`src/rtl/board_io_pkg.sv`:
```
// Shared types and 50 MHz timing defaults for the board input conditioning path.
package board_io_pkg;

  typedef enum logic [1:0] {
    REL,
    CHK_P,
    HELD,
    CHK_R
  } deb_state_e;

  localparam int DEB_10MS = 500000;
  localparam int LONG_1S  = 50000000;

endpackage

```
`src/rtl/debounce_ch.sv`:
```
// One input channel: synchroniser, polarity normalisation, debounce FSM and
// press/release/long-press pulse generation.
module debounce_ch
  import board_io_pkg::*;
#(
  parameter logic ACTIVE_LOW        = 1'b1,
  parameter int   SYNC_STAGES       = 2,
  parameter int   DEBOUNCE_CYCLES   = DEB_10MS,
  parameter int   LONG_PRESS_CYCLES = LONG_1S,
  parameter int   CNT_W             = $clog2(LONG_PRESS_CYCLES + 1)
) (
  input  logic clk,
  input  logic rst_n,
  input  logic raw,
  output logic level,
  output logic press_evt,
  output logic release_evt,
  output logic long_evt
);

  localparam logic [CNT_W-1:0] ONE     = CNT_W'(1);
  localparam logic [CNT_W-1:0] DEB_C   = CNT_W'(DEBOUNCE_CYCLES);
  localparam logic [CNT_W-1:0] LONG_C  = CNT_W'(LONG_PRESS_CYCLES);

  logic [SYNC_STAGES-1:0] sync_q;
  logic                   s;
  deb_state_e             state_q, state_d;
  logic [CNT_W-1:0]       cnt_q, cnt_d, cnt_inc;
  logic                   fired_q, fired_d;
  logic                   press_d, release_d, long_d;

  // Reset loads the inactive pin level so no spurious edge appears at release.
  always_ff @(posedge clk or negedge rst_n) begin
    if (!rst_n) begin
      sync_q <= {SYNC_STAGES{ACTIVE_LOW}};
    end else begin
      sync_q <= {sync_q[SYNC_STAGES-2:0], raw};
    end
  end

  assign s       = sync_q[SYNC_STAGES-1] ^ ACTIVE_LOW;
  assign cnt_inc = cnt_q + ONE;

  always_ff @(posedge clk or negedge rst_n) begin
    if (!rst_n) begin
      state_q     <= REL;
      cnt_q       <= '0;
      fired_q     <= 1'b0;
      press_evt   <= 1'b0;
      release_evt <= 1'b0;
      long_evt    <= 1'b0;
    end else begin
      state_q     <= state_d;
      cnt_q       <= cnt_d;
      fired_q     <= fired_d;
      press_evt   <= press_d;
      release_evt <= release_d;
      long_evt    <= long_d;
    end
  end

  // The single counter measures debounce time in CHK_P/CHK_R and hold time in HELD.
  always_comb begin
    state_d = state_q;
    cnt_d   = cnt_q;
    fired_d = fired_q;
    unique case (state_q)
      REL: begin
        if (s) begin
          if (DEBOUNCE_CYCLES == 1) begin
            state_d = HELD;
            cnt_d   = '0;
          end else begin
            state_d = CHK_P;
            cnt_d   = ONE;
          end
        end
      end
      CHK_P: begin
        if (!s) begin
          state_d = REL;
          cnt_d   = '0;
        end else if (cnt_inc >= DEB_C) begin
          state_d = HELD;
          cnt_d   = '0;
        end else begin
          cnt_d = cnt_inc;
        end
      end
      HELD: begin
        if (!s) begin
          if (DEBOUNCE_CYCLES == 1) begin
            state_d = REL;
            cnt_d   = '0;
            fired_d = 1'b0;
          end else begin
            state_d = CHK_R;
            cnt_d   = ONE;
          end
        end else if (cnt_q < LONG_C) begin
          cnt_d = cnt_inc;
          if (cnt_inc == LONG_C) fired_d = 1'b1;
        end
      end
      CHK_R: begin
        if (s) begin
          state_d = HELD;
          cnt_d   = '0;
        end else if (cnt_inc >= DEB_C) begin
          state_d = REL;
          cnt_d   = '0;
          fired_d = 1'b0;
        end else begin
          cnt_d = cnt_inc;
        end
      end
      default: begin
        state_d = REL;
        cnt_d   = '0;
      end
    endcase
  end

  always_comb begin
    level     = (state_q == HELD) || (state_q == CHK_R);
    press_d   = !level && (state_d == HELD);
    release_d = level && (state_d == REL);
    long_d    = (state_q == HELD) && s && (cnt_q < LONG_C) && (cnt_inc == LONG_C) && !fired_q;
  end

endmodule

```
`src/rtl/board_input_conditioner.sv`:
```
// Conditions board KEY/SW pins per channel and merges their events into one
// latched, maskable interrupt with write-1-to-clear pending bits.
module board_input_conditioner
  import board_io_pkg::*;
#(
  parameter int                NUM_CH            = 4,
  parameter logic [NUM_CH-1:0] ACTIVE_LOW_MASK   = {NUM_CH{1'b1}},
  parameter int                SYNC_STAGES       = 2,
  parameter int                DEBOUNCE_CYCLES   = DEB_10MS,
  parameter int                LONG_PRESS_CYCLES = LONG_1S,
  parameter int                CNT_W             = $clog2(LONG_PRESS_CYCLES + 1)
) (
  input  logic              clk,
  input  logic              rst_n,
  input  logic [NUM_CH-1:0] raw_in,
  output logic [NUM_CH-1:0] level_o,
  output logic [NUM_CH-1:0] press_o,
  output logic [NUM_CH-1:0] release_o,
  output logic [NUM_CH-1:0] long_o,
  input  logic [NUM_CH-1:0] irq_en_i,
  output logic [NUM_CH-1:0] pend_o,
  input  logic [NUM_CH-1:0] pend_clr_i,
  output logic              irq_o
);

  logic [NUM_CH-1:0] pend_q;

  for (genvar i = 0; i < NUM_CH; i++) begin : g_ch
    debounce_ch #(
      .ACTIVE_LOW        (ACTIVE_LOW_MASK[i]),
      .SYNC_STAGES       (SYNC_STAGES),
      .DEBOUNCE_CYCLES   (DEBOUNCE_CYCLES),
      .LONG_PRESS_CYCLES (LONG_PRESS_CYCLES),
      .CNT_W             (CNT_W)
    ) u_ch (
      .clk         (clk),
      .rst_n       (rst_n),
      .raw         (raw_in[i]),
      .level       (level_o[i]),
      .press_evt   (press_o[i]),
      .release_evt (release_o[i]),
      .long_evt    (long_o[i])
    );
  end

  // Events show in pend_o in the same cycle as their pulse; a simultaneous clear loses.
  assign pend_o = pend_q | press_o | long_o;

  always_ff @(posedge clk or negedge rst_n) begin
    if (!rst_n) begin
      pend_q <= '0;
      irq_o  <= 1'b0;
    end else begin
      pend_q <= (pend_q & ~pend_clr_i) | press_o | long_o;
      irq_o  <= |(pend_o & irq_en_i);
    end
  end

endmodule

```
`config.mk`:
```
export PLATFORM = sky130hd
export DESIGN_NAME = board_input_conditioner
export DESIGN_NICKNAME = d
export VERILOG_FILES = /design/src/rtl/board_io_pkg.sv /design/src/rtl/debounce_ch.sv /design/src/rtl/board_input_conditioner.sv
export SDC_FILE = /design/constraint.sdc
export NUM_CORES = 1
export LEC_CHECK = 0
export ABC_AREA = 1
export BUFFER_PORTS_ARGS = -buffer_cell sky130_fd_sc_hd__buf_2
export CORE_MARGIN = 1.5
export CORE_UTILIZATION = 41
export DETAILED_ROUTE_END_ITERATION = 10
export SETUP_SLACK_MARGIN = 0.4
export SYNTH_ARGS = -nofsm -noshare
export SYNTH_HDL_FRONTEND = slang
export SYNTH_SLANG_ARGS = --single-unit
```
`constraint.sdc`:
```
create_clock -name clk -period 2.6 [get_ports clk]
set_input_delay 0.26 -clock clk [delete_from_list [all_inputs] [get_ports clk]]
set_output_delay 0.26 -clock clk [all_outputs]
set_load 0.01 [all_outputs]
```
==> out/results.ini <==
[logic_synthesis]
synth-simple-area-share_pct = 52.96
synth_edf_count = 0
synth_compound_area_share_pct = 4.255
synth.area.top_cells = dfrtp_1, nand2_1, nor2_1
synth-xor-area-share_pct = 1.828
synthTopCellsByCount = nand2_1, nor2_1, inv_1, nand3_1, dfrtp_1
synthFlopType = dfrtp_1
synth_top_family_by_area = simple AND/OR/NAND/NOR gates
syn_inst = 1984
ys_ff_latch = 141
yosysSeqAreaShare_pct = 29.71
synth_most_common_cell = nand2_1
synth_fa_ha_area_share_pct = 0.4203
synth_area_mm2 = 0.01191
synth_top_area_share_pct = 27.95
synth_top_cell_by_area = dfrtp_1
synth_area_per_cell_um2 = 6.002
synth-warning-count = 0
synthMuxAreaShare_pct = 0
async_reset_ff_share_pct = 100.0
syn-num-nets = 2002
synth_cell_type_count = 42

[finish]
antenna-diode-count = 0
nNetsFinal = 2113
drive_gt1_share_pct = 23.20
syn_to_final_growth_pct = 23.98
fillers = 2917
multiInputGateArea_mm2 = 0.007874
final-seq-area_mm2 = 0.003573

[clocking]
cts_sinks = 141
clockBufferDepth = 2
cts-root-buf = clkbuf_16
clk_pin_slew_ps = 70
cts_tree = built
cts_made_buffers = 17
htreeDepth = 4
worstSkewPairLatency_ps = 450

[pwr]
seqPwrFrac_pct = 43.9
peakVddDrop_uv = 430.2
p_leak_nw = 7.219
clkPwrFrac_pct = 48.6
p_int_mw = 3.816
swShare_pct = 26.45
p_switching_mw = 1.372
p_comb_share_pct = 7.6
power_density_mw_per_mm2 = 351.5

[sta]
fin_tns_setup_ps = 0
rsz0062_at_grt = true
setup_viol = 0
fin_worst_skew_ps = 12.90
setup_ws_ps = 171.9
tightest_slew_ps = 759.4
slew_headroom_pct = 49.25
period_share_pct = 93.39
max_freq_mhz = 411.9
hold_viol = 0
period_minus_slack_ps = 2428
slew_viol_final = 0

[place]
gp_congestion = 0.9455
dpl.hpwl_mm = 26.73
io_buffers = 34
dp_slack_ps = 13.95

[die]
ios = 35
coreArea_mm2 = 0.02863
die_y_um = 173.4
rows = 62
die-area_mm2 = 0.03008
die-width_um = 173.4
start_util_pct = 41.60

[flow_run]
drv_cap = 0

[setup_path]
start_kind = flop
rr_worst_depth = 15
path_class = reg2reg
cp_max_fo = 9
worstPathRequired_ps = 2980
arrival_ps = 2800
end_kind = flop

[drt]
vias = 13090
firstDrtPassIters = 8
wl_per_cell_um = 15.16
drc_errors = 0
routed_wl_mm = 37.79
drt_iter0_drc = 1013
avgViaCountPerCell = 5.253
final_antenna_net_count = 0

[global_route]
antenna_found_initial = 0
grt_max_degree = 57
grt_pass1_vias = 12330
track_usage_pct = 25.13
grt_pass1_wl_mm = 61.64
gr-total-overflow = 0

[hold_path]
worstHoldPathCells = 2
hp-class = in2reg

[run_status]
status = finished clean

## final timing paths
path,from,end,slack [ps]
setup reg to reg,g_ch[3].u_ch.cnt_q[0]$_DFFE_PN0P_,g_ch[3].u_ch.cnt_q[10]$_DFFE_PN0P_,170
hold reg to reg,g_ch[3].u_ch.sync_q[0]$_DFF_PN1_,g_ch[3].u_ch.sync_q[1]$_DFF_PN1_,350
setup / recovery,g_ch[3].u_ch.cnt_q[0]$_DFFE_PN0P_,g_ch[3].u_ch.cnt_q[10]$_DFFE_PN0P_,170
min in group asynchronous,rst_n,g_ch[3].u_ch.long_evt$_DFF_PN0_,340
max in group asynchronous,rst_n,g_ch[1].u_ch.sync_q[0]$_DFF_PN1_,1480
hold / removal,pend_clr_i[0],pend_q[0]$_DFF_PN0_,20
## area by class of cell
cell class,count,share of cell area (%)
clock buffer,20,3.025
clock inverter,12,0.9237
inverter,216,5.619
multi-input combinational,1547,53.33
sequential,141,24.20
tap,384,3.254
timing repair buffer,170,9.559
timing repair inverter,2,0.08475
## per-layer routing
layer	wire [µm]	part of all wire (%)	global-route usage (%)	vias to the layer above
li1	-	-	-	6497
met2	17610	47	40.78	416
met1	17210	46	34.31	6096
met5	0	0	0	-
met3	2059	5.4	3.728	81
met4	905	2.4	8.152	0
## layout by cell type (no fill, tap or decap), types with 4 or more instances in the layout
| cell type | netlist | layout |
|---|---|---|
| dfstp_2 | 8 | 8 |
| nand2_4 | 3 | 18 |
| clkbuf_16 | 0 | 19 |
| or2_2 | 6 | 6 |
| buf_4 | 24 | 102 |
| nor3_1 | 28 | 24 |
| nand2_2 | 20 | 59 |
| buf_6 | 9 | 20 |
| buf_2 | 14 | 33 |
| inv_1 | 197 | 190 |
| inv_4 | 0 | 4 |
| a31oi_1 | 6 | 6 |
| o21bai_1 | 7 | 6 |
| nand3_4 | 0 | 4 |
| o21ai_2 | 3 | 5 |
| nor2_2 | 29 | 39 |
| nand4_1 | 121 | 121 |
| clkinv_1 | 7 | 6 |
| inv_2 | 12 | 17 |
| dfrtp_2 | 0 | 28 |
| nand3_2 | 10 | 16 |
| a21oi_1 | 16 | 13 |
| dfrtp_1 | 133 | 105 |
| o21ai_1 | 12 | 11 |
| nor2_1 | 272 | 226 |
| dlygate4sd3_1 | 0 | 5 |
| nand2_1 | 773 | 718 |
| xor2_2 | 1 | 8 |
| buf_12 | 0 | 7 |
| o31ai_1 | 8 | 6 |
| xor2_1 | 18 | 11 |
| nor2_4 | 21 | 57 |
| nor3_2 | 3 | 6 |
| nand3_1 | 135 | 125 |
| xnor2_1 | 5 | 5 |
| o21ai_0 | 31 | 29 |
## through the flow
stage               util, %  instance area, µm²  total power [mW]  hold WS (ps)  std cells
floorplan                 -               11910             2.482        -35.59       1984
global placement      44.50               12740             2.630         270.4       2397
detailed placement    44.50               12740             2.634         263.4       2397
CTS                   48.65               13930             5.213         21.12       2462
global route          51.58               14760             5.394         33.00       2492
finish                51.58               14760             5.189         21.04       2492
## power groups by stage
stage | sequential (mW) | combinational (mW) | clock [mW]
after floorplan | 2.30 | 0.186 | 0
after global placement | 2.31 | 0.324 | 0
after detailed placement | 2.31 | 0.326 | 0
after CTS | 2.27 | 0.366 | 2.58
after global routing | 2.28 | 0.441 | 2.67
final | 2.28 | 0.393 | 2.52
## what timing repair did
item | in CTS | in global routing
cloned | 3 | 5
gates resized for setup | 100 | 171
hold buffers | 5 | 0
buffers inserted | 25 | 25
hold endpoints to repair | 54 | 0
pin swaps | 37 | 77
setup endpoints to repair | 110 | 128
## flip-flops by register name, indices dropped and copies added (netlist names)
name / count
g_ch.u_ch.release_evt: 4
g_ch.u_ch.sync_q: 8
pend_q: 4
irq_o: 1
g_ch.u_ch.fired_q: 4
g_ch.u_ch.press_evt: 4
g_ch.u_ch.state_q: 8
g_ch.u_ch.long_evt: 4
g_ch.u_ch.cnt_q: 104
## logic make-up (layout without fill, tap and decap cells)
group / Yosys count / count (layout)
simple gates: 1431 / 1431
buf+inv: 296 / 420
flops: 141 / 141
xor+xnor: 24 / 24
fa+ha+maj: 4 / 4
compound gates: 88 / 88
## critical path: stages (launching register included)
cell	delay, ps
dfrtp_1	410
ha_4	170
nand2_4	60
nor2_4	200
nand3_4	130
nor2_4	150
xor2_1	160
nand2_1	90
nor2_2	170
nand2_2	100
nor2_4	210
buf_6	170
nand4_1	100
nand2_1	90
nand2_1	50
nand2_1	80
(Power assumes the default switching activity.)
